<file path="config.mk">
export PLATFORM = sky130hd
export DESIGN_NAME = delay_capture_monitor
export DESIGN_NICKNAME = d
export VERILOG_FILES = /design/src/rtl/delay_capture_monitor.sv
export SDC_FILE = /design/constraint.sdc
export NUM_CORES = 1
export LEC_CHECK = 0
export CAP_MARGIN = 20
export CORE_ASPECT_RATIO = 0.5
export CORE_UTILIZATION = 50
export CTS_BUF_LIST = sky130_fd_sc_hd__clkbuf_16
export DETAILED_ROUTE_END_ITERATION = 12
export PLACE_DENSITY = 0.77
export SLEW_MARGIN = 20
export SYNTH_ARGS = -nofsm -noshare
export SYNTH_HDL_FRONTEND = slang
export SYNTH_SLANG_ARGS = --single-unit
</file>
<file path="constraint.sdc">
create_clock -name clk -period 3.3 [get_ports clk]
set_clock_uncertainty 0.05 [all_clocks]
set_input_delay 0.33 -clock clk [delete_from_list [all_inputs] [get_ports clk]]
set_output_delay 0.33 -clock clk [all_outputs]
set_load 0.05 [all_outputs]
</file>
<file path="src/rtl/delay_capture_monitor.sv">
// delay_capture_monitor
// Measures how many cycles a DUT output takes to settle to an expected value
// after each stimulus pulse. Each result {status, latency, value} is queued
// in a small FIFO that a logger or host drains.
module delay_capture_monitor #(
  parameter int unsigned DATA_W     = 1,
  parameter int unsigned CNT_W      = 16,
  parameter int unsigned TIMEOUT    = 1000,
  parameter int unsigned STABLE     = 2,
  parameter int unsigned FIFO_DEPTH = 8
) (
  input  logic              clk,
  input  logic              rst_n,
  input  logic              stim_valid,
  input  logic [DATA_W-1:0] expect_data,
  input  logic [DATA_W-1:0] obs_data,
  input  logic              clear,
  output logic              res_valid,
  input  logic              res_ready,
  output logic [CNT_W-1:0]  res_latency,
  output logic [1:0]        res_status,
  output logic [DATA_W-1:0] res_value,
  output logic              busy,
  output logic              overflow
);

  localparam int unsigned PTR_W   = (FIFO_DEPTH > 1) ? $clog2(FIFO_DEPTH) : 1;
  localparam int unsigned ENTRY_W = 2 + CNT_W + DATA_W;

  localparam logic [CNT_W-1:0] TO_VAL     = CNT_W'(TIMEOUT);
  localparam logic [CNT_W-1:0] STABLE_VAL = CNT_W'(STABLE);
  localparam logic [PTR_W-1:0] PTR_LAST   = PTR_W'(FIFO_DEPTH - 1);
  localparam logic [PTR_W:0]   FULL_CNT   = (PTR_W + 1)'(FIFO_DEPTH);

  localparam logic [1:0] ST_SETTLED = 2'b00;
  localparam logic [1:0] ST_TIMEOUT = 2'b01;
  localparam logic [1:0] ST_ABORTED = 2'b10;

  typedef enum logic [1:0] {
    S_IDLE,
    S_WAIT,
    S_SETTLE
  } state_t;

  // Measurement state
  state_t             r_state;
  state_t             w_next_state;
  logic [DATA_W-1:0]  r_exp;
  logic [DATA_W-1:0]  w_exp_next;
  logic [CNT_W-1:0]   r_cnt;
  logic [CNT_W-1:0]   w_cnt_next;
  logic [CNT_W-1:0]   r_first;
  logic [CNT_W-1:0]   w_first_next;
  logic [CNT_W-1:0]   r_run;
  logic [CNT_W-1:0]   w_run_next;

  logic [CNT_W-1:0]   w_cnt_inc;
  logic [CNT_W-1:0]   w_cnt_sat;
  logic [CNT_W-1:0]   w_run_inc;
  logic               w_match;
  logic               w_timeout_hit;

  // Result handed to the FIFO
  logic               w_push;
  logic [1:0]         w_push_status;
  logic [CNT_W-1:0]   w_push_latency;
  logic [ENTRY_W-1:0] w_push_entry;

  // FIFO storage
  logic [ENTRY_W-1:0] r_mem [FIFO_DEPTH];
  logic [PTR_W-1:0]   r_wr_ptr;
  logic [PTR_W-1:0]   r_rd_ptr;
  logic [PTR_W:0]     r_count;
  logic               r_overflow;
  logic               w_full;
  logic               w_pop;
  logic               w_wr_en;

  assign w_cnt_inc     = r_cnt + CNT_W'(1);
  assign w_cnt_sat     = (r_cnt >= TO_VAL) ? r_cnt : w_cnt_inc;
  assign w_run_inc     = r_run + CNT_W'(1);
  assign w_match       = (obs_data == r_exp);
  assign w_timeout_hit = (w_cnt_inc == TO_VAL);
  assign w_push_entry  = {w_push_status, w_push_latency, obs_data};

  // FSM state and measurement registers
  always_ff @(posedge clk or negedge rst_n) begin
    if (!rst_n) begin
      r_state <= S_IDLE;
      r_exp   <= '0;
      r_cnt   <= '0;
      r_first <= '0;
      r_run   <= '0;
    end else begin
      r_state <= w_next_state;
      r_exp   <= w_exp_next;
      r_cnt   <= w_cnt_next;
      r_first <= w_first_next;
      r_run   <= w_run_next;
    end
  end

  // Next-state, counters and result generation; clear beats abort beats settle/timeout
  always_comb begin
    w_next_state   = r_state;
    w_exp_next     = r_exp;
    w_cnt_next     = r_cnt;
    w_first_next   = r_first;
    w_run_next     = r_run;
    w_push         = 1'b0;
    w_push_status  = ST_SETTLED;
    w_push_latency = '0;

    if (clear) begin
      w_next_state = S_IDLE;
      w_cnt_next   = '0;
      w_run_next   = '0;
    end else begin
      case (r_state)
        S_IDLE: begin
          if (stim_valid) begin
            w_exp_next   = expect_data;
            w_cnt_next   = '0;
            w_next_state = S_WAIT;
          end
        end

        S_WAIT, S_SETTLE: begin
          w_cnt_next = w_cnt_sat;
          if (stim_valid) begin
            w_push         = 1'b1;
            w_push_status  = ST_ABORTED;
            w_push_latency = w_cnt_inc;
            w_exp_next     = expect_data;
            w_cnt_next     = '0;
            w_run_next     = '0;
            w_next_state   = S_WAIT;
          end else if (r_state == S_WAIT) begin
            if (w_match) begin
              w_first_next = w_cnt_inc;
              w_run_next   = CNT_W'(1);
              if (STABLE <= 1) begin
                w_push         = 1'b1;
                w_push_status  = ST_SETTLED;
                w_push_latency = w_cnt_inc;
                w_next_state   = S_IDLE;
              end else if (w_timeout_hit) begin
                w_push         = 1'b1;
                w_push_status  = ST_TIMEOUT;
                w_push_latency = TO_VAL;
                w_next_state   = S_IDLE;
              end else begin
                w_next_state = S_SETTLE;
              end
            end else if (w_timeout_hit) begin
              w_push         = 1'b1;
              w_push_status  = ST_TIMEOUT;
              w_push_latency = TO_VAL;
              w_next_state   = S_IDLE;
            end
          end else begin
            if (w_match) begin
              w_run_next = w_run_inc;
              if (w_run_inc == STABLE_VAL) begin
                w_push         = 1'b1;
                w_push_status  = ST_SETTLED;
                w_push_latency = r_first;
                w_next_state   = S_IDLE;
              end else if (w_timeout_hit) begin
                w_push         = 1'b1;
                w_push_status  = ST_TIMEOUT;
                w_push_latency = TO_VAL;
                w_next_state   = S_IDLE;
              end
            end else if (w_timeout_hit) begin
              w_push         = 1'b1;
              w_push_status  = ST_TIMEOUT;
              w_push_latency = TO_VAL;
              w_next_state   = S_IDLE;
            end else begin
              // Glitch: the run broke before reaching STABLE, keep waiting
              w_run_next   = '0;
              w_next_state = S_WAIT;
            end
          end
        end

        default: begin
          w_next_state = S_IDLE;
        end
      endcase
    end
  end

  assign w_full    = (r_count == FULL_CNT);
  assign res_valid = (r_count != '0);
  assign w_pop     = res_valid && res_ready;
  // A pop on the same edge frees the slot, so a full FIFO still accepts the push
  assign w_wr_en   = w_push && (!w_full || w_pop);

  // Result FIFO: storage, pointers, occupancy and sticky overflow
  always_ff @(posedge clk or negedge rst_n) begin
    if (!rst_n) begin
      for (int unsigned i = 0; i < FIFO_DEPTH; i++) begin
        r_mem[i] <= '0;
      end
      r_wr_ptr   <= '0;
      r_rd_ptr   <= '0;
      r_count    <= '0;
      r_overflow <= 1'b0;
    end else if (clear) begin
      r_wr_ptr   <= '0;
      r_rd_ptr   <= '0;
      r_count    <= '0;
      r_overflow <= 1'b0;
    end else begin
      if (w_wr_en) begin
        r_mem[r_wr_ptr] <= w_push_entry;
        r_wr_ptr        <= (r_wr_ptr == PTR_LAST) ? '0 : r_wr_ptr + PTR_W'(1);
      end
      if (w_pop) begin
        r_rd_ptr <= (r_rd_ptr == PTR_LAST) ? '0 : r_rd_ptr + PTR_W'(1);
      end
      if (w_wr_en && !w_pop) begin
        r_count <= r_count + (PTR_W + 1)'(1);
      end else if (!w_wr_en && w_pop) begin
        r_count <= r_count - (PTR_W + 1)'(1);
      end
      if (w_push && !w_wr_en) begin
        r_overflow <= 1'b1;
      end
    end
  end

  assign {res_status, res_latency, res_value} = r_mem[r_rd_ptr];
  assign busy     = (r_state != S_IDLE);
  assign overflow = r_overflow;

endmodule

</file>
==> impl_metrics.toml <==
[route]
viasPerCell = 5.90
top_layer_used = "met4"
dr_wl_met3_um = 1270
avgRoutedWirePerCell_um = 19.0
firstDrtPassIters = 5
antenna_left = 0
wl_met2_um = 12500
via_count = 7799
drt_iter0_markers = 501
drc = 0
wl_met1_um = 11100
wl_um = 25200

[cts]
clkTransAtPathRegs_ns = 0.06
cts.sinks = 214
numCtsBuffers = 20
cts_root_buffer = "clkbuf_16"
htree_levels = 1
clkLatencyLatePin_ns = 0.50
cts_tree = "yes"
clockBufferDepth = 3

[job]
drv_cap = 0

[global_routing]
antenna_found_initial = 0
grt_usage_pct = 23.1
globalRoute.totalOverflow = 0
grt_pass1_vias = 8106
grt_pass1_wl_um = 40900
grt_start_max_net_pins = 90

[power]
power.density_nw_per_um2 = 514
p_leak_nw = 5.66
peakVddDrop_v = 0.000302

[timing]
setup_viol = 0
rsz0062_at_grt = "true"
layout_setup_ws_ns = 0.0466
setup_tns_ns = 0
finalMaxSlewViolations = 0
fin_crit_sh_pct = 98.6
clock.fmax_mhz = 307
worstMarginPinSlew_ns = 0.756
slew_headroom_pct = 49.6
fin_crit_ns = 3.25
hold_viol_final = 0

[synthesis]
ys_warn_count = 0
synth_area_leader_cell = "dfrtp_1"
synth_seq_area_share_pct = 49.8
synth.distinct_cells = 71
synth_area_leaders = "dfrtp_1, mux4_2, mux2_2, o21ai_0, nand2_1"
yosys_most_used_dff = "dfrtp_1"
syn_inst = 977
syn_area_um2 = 10700
synth_edf_count = 0
ys_seq_elements = 214
yosysTopAreaCellShare_pct = 49.8
synth_nets = 998
synthArstFlopShare_pct = 100
syn_area_per_cell_um2 = 11.0

[worst_setup_path]
required_ns = 3.63
path_cells = "ha_1, nand4_1, buf_4, o31ai_1, a21boi_1, a2bb2oi_2, nor4_4, or3_4, buf_6, nand4b_1, buf_12, mux2_2"
cp_max_fo = 31
crit_path_end_kind = "register"
r2r-start = "r_cnt[0]"
r2r_setup_slack_ns = 0.05
worstSetupPathType = "register to register"
crit_path_top_delay_cell = "or3_4"
r2r_end = "r_mem[61]"
critPathBufInv = 3
crit_arrival_ns = 3.59
start_kind = "register"
cpPeakStageDelay_ns = 0.44
timing.critical_path.max_delay_family = "simple AND/OR/NAND/NOR gates"
r2r_cells = 12

[min_path]
hold_path.class = "primary input to async pin"

[floorplanning]
die_height_um = 106
dieArea_um2 = 22100
die_w_um = 209
row_count = 37
core_area_um2 = 20800
io_pins = 29
start_util_pct = 51.7

[final_layout]
drive_above_1_share_pct = 24.8
fin_nets = 1058
most-common-layout-cells = "dfrtp_1, nand2_1, o21ai_0, buf_4, nor2_1"
layout_commonest_cell = "dfrtp_1"
areaGrowthSynthToFinish_pct = 15.7
antenna_cells = 0

[run_status]
run_status = "completed"

[placed_design]
place_ws_ns = -0.00352
gp_congestion = 0.847
dp_hpwl_um = 16000
portBuffers = 28
-- repair_timing --
item / 4_1_cts / 5_1_grt
setup endpoints to repair: 4 / 101
setup buffers: 0 / 14
resized for setup: 1 / 25
cloned: 0 / 1
hold buffers: 1 / 0
pin swaps: 0 / 11
endpoints found under the hold margin: 85 / 0
-- routing by layer --
| metal | global-route usage (%) | up-vias |
|---|---|---|
| met4 | 5.36 | 0 |
| met5 | 0 | - |
| met2 | 39.0 | 203 |
| met3 | 3.28 | 27 |
| li1 | - | 3592 |
| met1 | 31.7 | 3977 |
-- logic make-up (layout without fill, tap and decap cells) --
family          Yosys count  count (layout)  synth area share, %
compound gates          216             216                 11.2
xor+xnor                 26              26                 2.19
fa+ha+maj                14              14                 1.70
buf+inv                  84             156                 3.70
flops                   214             214                 49.8
mux                     127             127                 17.4
simple gates            296             296                 13.9
-- registers in the layout (all words and copies together), names as in the netlist --
name / flops
overflow: 1
r_cnt: 16
r_count: 4
r_exp: 1
r_first: 16
r_mem: 152
r_rd_ptr: 3
r_run: 16
r_state: 2
r_wr_ptr: 3
-- power by group --
| part | leakage [nW] | internal, mW | switching, mW |
|---|---|---|---|
| combinational | 2.36 | 0.466 | 0.736 |
| clock | 0.348 | 1.42 | 1.01 |
| sequential | 2.96 | 2.70 | 0.0660 |
| total | 5.66 | 4.59 | 1.81 |
-- synth_stat cells, types with 15 or more instances --
library cell  instances
inv_1                19
mux2_1               20
o21ai_0             116
clkbuf_1             33
a21oi_1              59
mux4_2               38
xnor2_1              15
buf_2                15
nor2_1               76
dfrtp_1             214
mux2_2               55
and3_1               16
nand2_1             120
-- final cells by class --
cell class | instances | area [um2]
clock buffer | 20 | 500
clock inverter | 14 | 175
fill | 1562 | 8350
inverter | 20 | 75.1
multi-input combinational | 679 | 5090
sequential | 214 | 5360
tap | 273 | 342
timing repair buffer | 102 | 897
-- per-stage QoR --
step	utilization [%]	total power [mW]	std cells	hold WS [ns]	cell area (um2)
finish	59.8	6.40	1322	0.393	12400
floorplan	-	3.63	977	-0.0156	10800
global route	59.8	6.64	1322	0.389	12400
detailed placement	55.4	3.98	1272	0.394	11500
global placement	55.4	3.95	1272	0.383	11500
CTS	58.7	6.40	1307	0.389	12200
-- worst max path at each step --
stage	startpoint	to	slack, ns	depth (start not counted)
after floorplan	r_run[0]	r_count[3]	0.02	14
after global placement	r_cnt[0]	r_count[3]	0.11	12
after detailed placement	r_cnt[0]	r_mem[47]	-0.004	10
after CTS	r_cnt[0]	r_count[3]	0.03	12
after global routing	r_cnt[0]	r_count[2]	-0.17	14
final	r_cnt[0]	r_mem[61]	0.05	12
No activity file was read; power rests on OpenSTA's default activity.
